$ cat src/rtl/data_mem_arbiter_pkg.sv
// Shared types for the data-memory arbiter: FSM encoding, grant ids, counter width.
package data_mem_arb_pkg;

  localparam int unsigned CntWidth = 4;

  typedef enum logic [1:0] {
    IDLE   = 2'b00,
    ACCESS = 2'b01,
    RESP   = 2'b10
  } state_e;

  typedef enum logic {
    GNT_CPU = 1'b0,
    GNT_DMA = 1'b1
  } gnt_e;

  localparam logic [CntWidth-1:0] CntMax = '1;

endpackage

$ cat src/rtl/data_mem_arbiter_if.sv
// Bundle of CPU, DMA and memory-port signals around the data-memory arbiter.
interface data_mem_arbiter_if #(
  parameter int unsigned AddrWidth = 32,
  parameter int unsigned DataWidth = 32
);

  logic                 cpu_req;
  logic                 cpu_we;
  logic [AddrWidth-1:0] cpu_addr;
  logic [DataWidth-1:0] cpu_wdata;
  logic [DataWidth-1:0] cpu_rdata;
  logic                 cpu_ack;
  logic                 cpu_stall;

  logic                 dma_req;
  logic                 dma_we;
  logic [AddrWidth-1:0] dma_addr;
  logic [DataWidth-1:0] dma_wdata;
  logic [DataWidth-1:0] dma_rdata;
  logic                 dma_ack;

  logic [AddrWidth-1:0] mem_addr;
  logic [DataWidth-1:0] mem_wdata;
  logic                 mem_re;
  logic                 mem_we;
  logic [DataWidth-1:0] mem_rdata;

  logic                 busy;

  // Arbiter side
  modport slave (
    input  cpu_req, cpu_we, cpu_addr, cpu_wdata,
    output cpu_rdata, cpu_ack, cpu_stall,
    input  dma_req, dma_we, dma_addr, dma_wdata,
    output dma_rdata, dma_ack,
    output mem_addr, mem_wdata, mem_re, mem_we,
    input  mem_rdata,
    output busy
  );

  // Requester / memory side
  modport master (
    output cpu_req, cpu_we, cpu_addr, cpu_wdata,
    input  cpu_rdata, cpu_ack, cpu_stall,
    output dma_req, dma_we, dma_addr, dma_wdata,
    input  dma_rdata, dma_ack,
    input  mem_addr, mem_wdata, mem_re, mem_we,
    output mem_rdata,
    input  busy
  );

endinterface

$ cat src/rtl/data_mem_arbiter_select.sv
// CPU-priority picker with a starvation counter that forces a DMA win after
// StarveLimit consecutive losses.
module mem_arb_select
  import data_mem_arb_pkg::*;
#(
  parameter int unsigned StarveLimit = 3
) (
  input  logic clk,
  input  logic rst,
  input  logic cpu_req_i,
  input  logic dma_req_i,
  input  logic arb_en_i,
  output gnt_e gnt_c_o
);

  logic [CntWidth-1:0] starve_q;
  logic [CntWidth-1:0] starve_d;

  always_comb begin
    gnt_c_o  = GNT_CPU;
    starve_d = starve_q;
    if (dma_req_i && (!cpu_req_i || (starve_q >= CntWidth'(StarveLimit)))) begin
      gnt_c_o = GNT_DMA;
    end
    // Counter only moves on cycles that actually start an access
    if (arb_en_i) begin
      if (!dma_req_i || (gnt_c_o == GNT_DMA)) begin
        starve_d = '0;
      end else if (starve_q != CntMax) begin
        starve_d = starve_q + CntWidth'(1);
      end
    end
  end

  always_ff @(posedge clk or posedge rst) begin
    if (rst) begin
      starve_q <= '0;
    end else begin
      starve_q <= starve_d;
    end
  end

endmodule

$ cat src/rtl/data_mem_arbiter.sv
// Shares the single memory data port between CPU and DMA with fixed wait
// states and a one-cycle ack pulse per access.
module data_mem_arbiter
  import data_mem_arb_pkg::*;
#(
  parameter int unsigned AddrWidth   = 32,
  parameter int unsigned DataWidth   = 32,
  parameter int unsigned WaitStates  = 1,
  parameter int unsigned StarveLimit = 3
) (
  input  logic               clk,
  input  logic               RESET,
  data_mem_arbiter_if.slave  bus
);

  state_e               state_q;
  gnt_e                 gnt_q;
  logic [CntWidth-1:0]  wait_q;
  logic                 we_q;
  logic [AddrWidth-1:0] mem_addr_q;
  logic [DataWidth-1:0] mem_wdata_q;
  logic                 mem_re_q;
  logic                 mem_we_q;
  logic                 cpu_ack_q;
  logic                 dma_ack_q;
  logic [DataWidth-1:0] cpu_rdata_q;
  logic [DataWidth-1:0] dma_rdata_q;
  logic                 busy_q;

  gnt_e                 gnt_c;
  logic                 arb_en_c;
  logic                 sel_we_c;
  logic [AddrWidth-1:0] sel_addr_c;
  logic [DataWidth-1:0] sel_wdata_c;

  assign arb_en_c = (state_q == IDLE) && (bus.cpu_req || bus.dma_req);

  mem_arb_select #(
    .StarveLimit (StarveLimit)
  ) u_sel (
    .clk       (clk),
    .rst       (RESET),
    .cpu_req_i (bus.cpu_req),
    .dma_req_i (bus.dma_req),
    .arb_en_i  (arb_en_c),
    .gnt_c_o   (gnt_c)
  );

  always_comb begin
    sel_we_c    = bus.cpu_we;
    sel_addr_c  = bus.cpu_addr;
    sel_wdata_c = bus.cpu_wdata;
    if (gnt_c == GNT_DMA) begin
      sel_we_c    = bus.dma_we;
      sel_addr_c  = bus.dma_addr;
      sel_wdata_c = bus.dma_wdata;
    end
  end

  always_ff @(posedge clk or posedge RESET) begin
    if (RESET) begin
      state_q     <= IDLE;
      gnt_q       <= GNT_CPU;
      wait_q      <= '0;
      we_q        <= 1'b0;
      mem_addr_q  <= '0;
      mem_wdata_q <= '0;
      mem_re_q    <= 1'b0;
      mem_we_q    <= 1'b0;
      cpu_ack_q   <= 1'b0;
      dma_ack_q   <= 1'b0;
      cpu_rdata_q <= '0;
      dma_rdata_q <= '0;
      busy_q      <= 1'b0;
    end else begin
      case (state_q)
        IDLE: begin
          if (arb_en_c) begin
            gnt_q       <= gnt_c;
            we_q        <= sel_we_c;
            mem_addr_q  <= sel_addr_c;
            mem_wdata_q <= sel_wdata_c;
            mem_re_q    <= !sel_we_c;
            // With no wait states the first ACCESS cycle is also the last
            mem_we_q    <= sel_we_c && (WaitStates == 0);
            wait_q      <= CntWidth'(WaitStates);
            busy_q      <= 1'b1;
            state_q     <= ACCESS;
          end
        end
        ACCESS: begin
          if (wait_q == '0) begin
            mem_re_q <= 1'b0;
            mem_we_q <= 1'b0;
            if (gnt_q == GNT_DMA) begin
              dma_ack_q <= 1'b1;
              if (!we_q) dma_rdata_q <= bus.mem_rdata;
            end else begin
              cpu_ack_q <= 1'b1;
              if (!we_q) cpu_rdata_q <= bus.mem_rdata;
            end
            state_q <= RESP;
          end else begin
            wait_q   <= wait_q - CntWidth'(1);
            mem_we_q <= we_q && (wait_q == CntWidth'(1));
          end
        end
        RESP: begin
          cpu_ack_q <= 1'b0;
          dma_ack_q <= 1'b0;
          busy_q    <= 1'b0;
          state_q   <= IDLE;
        end
        default: state_q <= IDLE;
      endcase
    end
  end

  assign bus.cpu_rdata = cpu_rdata_q;
  assign bus.cpu_ack   = cpu_ack_q;
  assign bus.cpu_stall = bus.cpu_req & ~cpu_ack_q;
  assign bus.dma_rdata = dma_rdata_q;
  assign bus.dma_ack   = dma_ack_q;
  assign bus.mem_addr  = mem_addr_q;
  assign bus.mem_wdata = mem_wdata_q;
  assign bus.mem_re    = mem_re_q;
  assign bus.mem_we    = mem_we_q;
  assign bus.busy      = busy_q;

endmodule

$ cat src/flat_wrapper.sv
// flat-port wrapper written by rule: the top's interface ports become plain ports
module data_mem_arbiter_flat import data_mem_arb_pkg::*;
#(
  parameter int unsigned AddrWidth   = 32,
  parameter int unsigned DataWidth   = 32,
  parameter int unsigned WaitStates  = 1,
  parameter int unsigned StarveLimit = 3
)
  (clk, RESET, bus_cpu_req, bus_cpu_we, bus_cpu_addr, bus_cpu_wdata, bus_cpu_rdata, bus_cpu_ack, bus_cpu_stall, bus_dma_req, bus_dma_we, bus_dma_addr, bus_dma_wdata, bus_dma_rdata, bus_dma_ack, bus_mem_addr, bus_mem_wdata, bus_mem_re, bus_mem_we, bus_mem_rdata, bus_busy);
  data_mem_arbiter_if #(.AddrWidth(AddrWidth), .DataWidth(DataWidth)) bus_i ();
  input  logic clk;
  input  logic RESET;
  input wire logic [$bits(bus_i.cpu_req)-1:0] bus_cpu_req;
  input wire logic [$bits(bus_i.cpu_we)-1:0] bus_cpu_we;
  input wire logic [$bits(bus_i.cpu_addr)-1:0] bus_cpu_addr;
  input wire logic [$bits(bus_i.cpu_wdata)-1:0] bus_cpu_wdata;
  output wire logic [$bits(bus_i.cpu_rdata)-1:0] bus_cpu_rdata;
  output wire logic [$bits(bus_i.cpu_ack)-1:0] bus_cpu_ack;
  output wire logic [$bits(bus_i.cpu_stall)-1:0] bus_cpu_stall;
  input wire logic [$bits(bus_i.dma_req)-1:0] bus_dma_req;
  input wire logic [$bits(bus_i.dma_we)-1:0] bus_dma_we;
  input wire logic [$bits(bus_i.dma_addr)-1:0] bus_dma_addr;
  input wire logic [$bits(bus_i.dma_wdata)-1:0] bus_dma_wdata;
  output wire logic [$bits(bus_i.dma_rdata)-1:0] bus_dma_rdata;
  output wire logic [$bits(bus_i.dma_ack)-1:0] bus_dma_ack;
  output wire logic [$bits(bus_i.mem_addr)-1:0] bus_mem_addr;
  output wire logic [$bits(bus_i.mem_wdata)-1:0] bus_mem_wdata;
  output wire logic [$bits(bus_i.mem_re)-1:0] bus_mem_re;
  output wire logic [$bits(bus_i.mem_we)-1:0] bus_mem_we;
  input wire logic [$bits(bus_i.mem_rdata)-1:0] bus_mem_rdata;
  output wire logic [$bits(bus_i.busy)-1:0] bus_busy;
  assign bus_i.cpu_req = bus_cpu_req;
  assign bus_i.cpu_we = bus_cpu_we;
  assign bus_i.cpu_addr = bus_cpu_addr;
  assign bus_i.cpu_wdata = bus_cpu_wdata;
  assign bus_cpu_rdata = bus_i.cpu_rdata;
  assign bus_cpu_ack = bus_i.cpu_ack;
  assign bus_cpu_stall = bus_i.cpu_stall;
  assign bus_i.dma_req = bus_dma_req;
  assign bus_i.dma_we = bus_dma_we;
  assign bus_i.dma_addr = bus_dma_addr;
  assign bus_i.dma_wdata = bus_dma_wdata;
  assign bus_dma_rdata = bus_i.dma_rdata;
  assign bus_dma_ack = bus_i.dma_ack;
  assign bus_mem_addr = bus_i.mem_addr;
  assign bus_mem_wdata = bus_i.mem_wdata;
  assign bus_mem_re = bus_i.mem_re;
  assign bus_mem_we = bus_i.mem_we;
  assign bus_i.mem_rdata = bus_mem_rdata;
  assign bus_busy = bus_i.busy;
  data_mem_arbiter #(.AddrWidth(AddrWidth), .DataWidth(DataWidth), .WaitStates(WaitStates), .StarveLimit(StarveLimit)) u_core (.clk(clk), .RESET(RESET), .bus(bus_i));
endmodule
$ cat config.mk
export PLATFORM = sky130hd
export DESIGN_NAME = data_mem_arbiter_flat
export DESIGN_NICKNAME = d
export VERILOG_FILES = /design/src/rtl/data_mem_arbiter_pkg.sv /design/src/rtl/data_mem_arbiter_if.sv /design/src/rtl/data_mem_arbiter_select.sv /design/src/rtl/data_mem_arbiter.sv /design/src/flat_wrapper.sv
export SDC_FILE = /design/constraint.sdc
export NUM_CORES = 1
export LEC_CHECK = 0
export BUFFER_PORTS_ARGS = -buffer_cell sky130_fd_sc_hd__buf_2
export CAP_MARGIN = 10
export CORE_ASPECT_RATIO = 1.1
export CORE_MARGIN = 3
export CORE_UTILIZATION = 38
export CTS_CLUSTER_DIAMETER = 50
export DETAILED_ROUTE_END_ITERATION = 8
export PLACE_DENSITY_LB_ADDON = 0.3
export SLEW_MARGIN = 0
export SYNTH_ARGS = -nofsm -noshare
export SYNTH_HDL_FRONTEND = slang
export SYNTH_SLANG_ARGS = --single-unit
$ cat constraint.sdc
create_clock -name clk -period 6.2 [get_ports clk]
set_input_delay 0.62 -clock clk [delete_from_list [all_inputs] [get_ports clk]]
set_output_delay 0.62 -clock clk [all_outputs]
set_load 0.1 [all_outputs]
==> flow_summary_export.csv <==
group,metric,value,unit
run_status,status,"complete, no violations",
finish,drive_gt1_share,50.57,%
global_route,gr-total-overflow,0,
sta,min_period_over_period,46.20,%
synthesis,yosys-top-cells-area,"dfrtp_1 (54%), mux2_2 (9.7%), o211ai_2 (7.4%)",
sta,fmax,0.3491,GHz
route,drt_wl_total,18920,um
clocking,clk_path_buf_depth,2,
finish,fillers,1543,
route,top_layer_used,"met5",
worst_setup_path,critical_path_arrival,3.20,ns
hold_path,hp-class,"in -> async",
placed_design,gp_congestion,0.8192,
floorplanning,ioPinCount,300,
synthesis,ys_async_sr_fraction,100.0,%
placed_design,dp_cells,1084,
clocking,clock-sinks,145,
synthesis,synth_top_cell_by_area,"dfrtp_1",
global_route,antenna_found_initial,1,
sta,setup-tns-final,0,ns
synthesis,ys_top_cells_by_count,"dfrtp_1 (145), nand2_1 (132), nand4_1 (66), mux2_2 (58), o211ai_2 (40)",
synthesis,ys_types,43,
synthesis,yosysMostFrequentCell,"dfrtp_1",
route,route.detailed.drc,0,
sta,tightest_slew,0.9921,ns
finish,fin_area,0.008934,mm^2
route,via_per_inst,5.177,
synthesis,synth_edf_count,0,
sta,hold_slack,0.3281,ns
global_route,grt_pass1_wl,30390,um
route,drtIter0Drc,301,
floorplanning,initial_core_util,39.21,%
route,route.met3.wl,1686,um
global_route,grt_max_degree,86,
placed_design,place_area,0.008359,mm^2
route,first_pass_iters,5,
sta,slew_headroom,33.86,%
worst_setup_path,cp-end-kind,"flip-flop",
sta,setup_viol,0,
worst_setup_path,crit_path_start_kind,"flip-flop",
worst_setup_path,worstPathMaxFanout,73,
route,wl_per_cell,16.95,um
clocking,cts_resized,0,
clocking,cts_setup_buffers,0,
finish,syn2layout_area_growth,32.44,%
floorplanning,die_area,0.01939,mm^2
clocking,path_clk_slew,0.07,ns
synthesis,syn_inst,596,
sta,finalMaxSlewViolations,0,
route,wl_met1,7788,um
route,ant_nets,0,
floorplanning,rows,50,
clocking,ctsHoldBuffers,0,
synthesis,syn-num-nets,770,
clocking,cts_made_buffers,17,
synthesis,synth_area_per_cell,11.32,um^2
synthesis,synthFlopType,"dfrtp_1",
sta,skew,0.01311,ns
global_route,first_global_vias,5848,
clocking,root_buffer,"clkbuf_16",
clocking,cts_tree,"done",
route,wl_met2,9129,um
synthesis,ys_warn_count,0,
run,cap_violations,0,
synthesis,netlist_area,0.006745,mm^2
floorplanning,die_h,145.7,um
global_route,grtUsageTotal,19.21,%
finish,layout.cells.non_filler,1116,
placed_design,port_buffers,299,
clocking,htreeDepth,4,
finish,antenna_cells,0,
placed_design,dp_hpwl,12730,um
synthesis,ys_seq_elements,145,
worst_setup_path,cp_data_required_time,6.53,ns
worst_setup_path,worstSetupPathType,"reg -> reg",
synthesis,ys_seq_area_share,53.79,%
finish,nNetsFinal,1043,
route,route.vias.total,5778,
floorplanning,core,0.01720,mm^2
floorplanning,die_x,133.0,um
synthesis,synthDominantCellAreaShare,53.79,%
sta,hold_viol,0,
clocking,clk_latency,0.42,ns
sta,min_period,2.864,ns
sta,rsz0062_at_grt,"no",
## per-stage QoR
| step | utilization, % | setup WS [ns] |
|---|---|---|
| finish | 51.93 | 3.336 |
| global route | 51.93 | 3.077 |
| CTS | 51.93 | 3.289 |
| detailed placement | 48.59 | 3.217 |
| global placement | 48.59 | 3.247 |
| floorplan | - | 1.685 |
## routing by layer
metal,vias up,track usage (%)
met5,-,0
met4,2,5.665
met3,26,5.913
met2,267,31.40
met1,2756,24.58
li1,2727,-
## cell type report
class                      count  area, um^2  area share (%)
clock inverter                15       148.9           1.667
sequential                   145        3628           40.62
timing repair buffer         306        1549           17.34
clock buffer                  17       425.4           4.762
tap                          234       292.8           3.277
multi-input combinational    391        2854           31.95
inverter                       8       35.03          0.3922
## registers in the layout, indices dropped and copies added, names as in the netlist
register / cells
u_core.bus.cpu_rdata: 32
u_core.bus.dma_rdata: 32
u_core.bus.mem_addr: 32
u_core.bus.mem_wdata: 32
u_core.u_sel.starve_q: 4
u_core.wait_q: 4
u_core.state_q: 2
u_core.bus.busy: 1
u_core.bus.cpu_ack: 1
u_core.bus.dma_ack: 1
u_core.bus.mem_re: 1
u_core.bus.mem_we: 1
u_core.gnt_q: 1
u_core.we_q: 1
## final timing paths
path,from,end,slack (ns),depth (start not counted)
hold reg to reg,u_core.bus.mem_addr[0],u_core.bus.mem_addr[0],0.48,2
min in group clk,bus_mem_rdata[23],u_core.bus.cpu_rdata[23],0.44,2
setup / recovery,u_core.state_q[0],u_core.bus.mem_wdata[0],3.34,7
hold / removal,RESET,u_core.bus.dma_rdata[3],0.33,2
setup reg to reg,u_core.state_q[0],u_core.bus.mem_wdata[0],3.34,7
max in group asynchronous,RESET,u_core.bus.mem_wdata[9],4.55,3
## worst max-delay path, cell delays in order (launching register included)
cell and delay [ns]:
dfrtp_1 0.40, inv_1 0.11, ha_2 0.17, buf_4 0.62
o21a_2 0.66, buf_4 0.52, nand2_1 0.13, o211ai_2 0.16
## cells in the final DEF (no fill, tap or decap), types with 4 or more instances in the layout
master	count
buf_2	299
dfrtp_1	145
nand2_1	132
nand4_1	66
mux2_2	58
o211ai_2	40
o211ai_1	25
clkbuf_16	17
o21ai_0	9
inv_1	7
mux2_1	7
ha_1	7
buf_4	7
inv_6	6
nor4b_1	4
a21oi_1	4
mux2i_1	4
clkinvlp_4	4
## kinds of logic (layout without fill, tap and decap cells)
logic type                 Yosys count  count (layout)  share of synthesized area, %
AOI/OAI and AO/OA                   89              89                         12.52
adders and majority gates            8               8                         1.484
buffers and inverters               60             346                         4.211
and+or+nand+nor                    225             225                         16.55
DFF                                145             145                         53.79
muxes                               69              69                         11.45
Power is left out: the tool's default activity adds up to more than one toggle a clock period on the data nets, which glitch-free logic cannot reach.
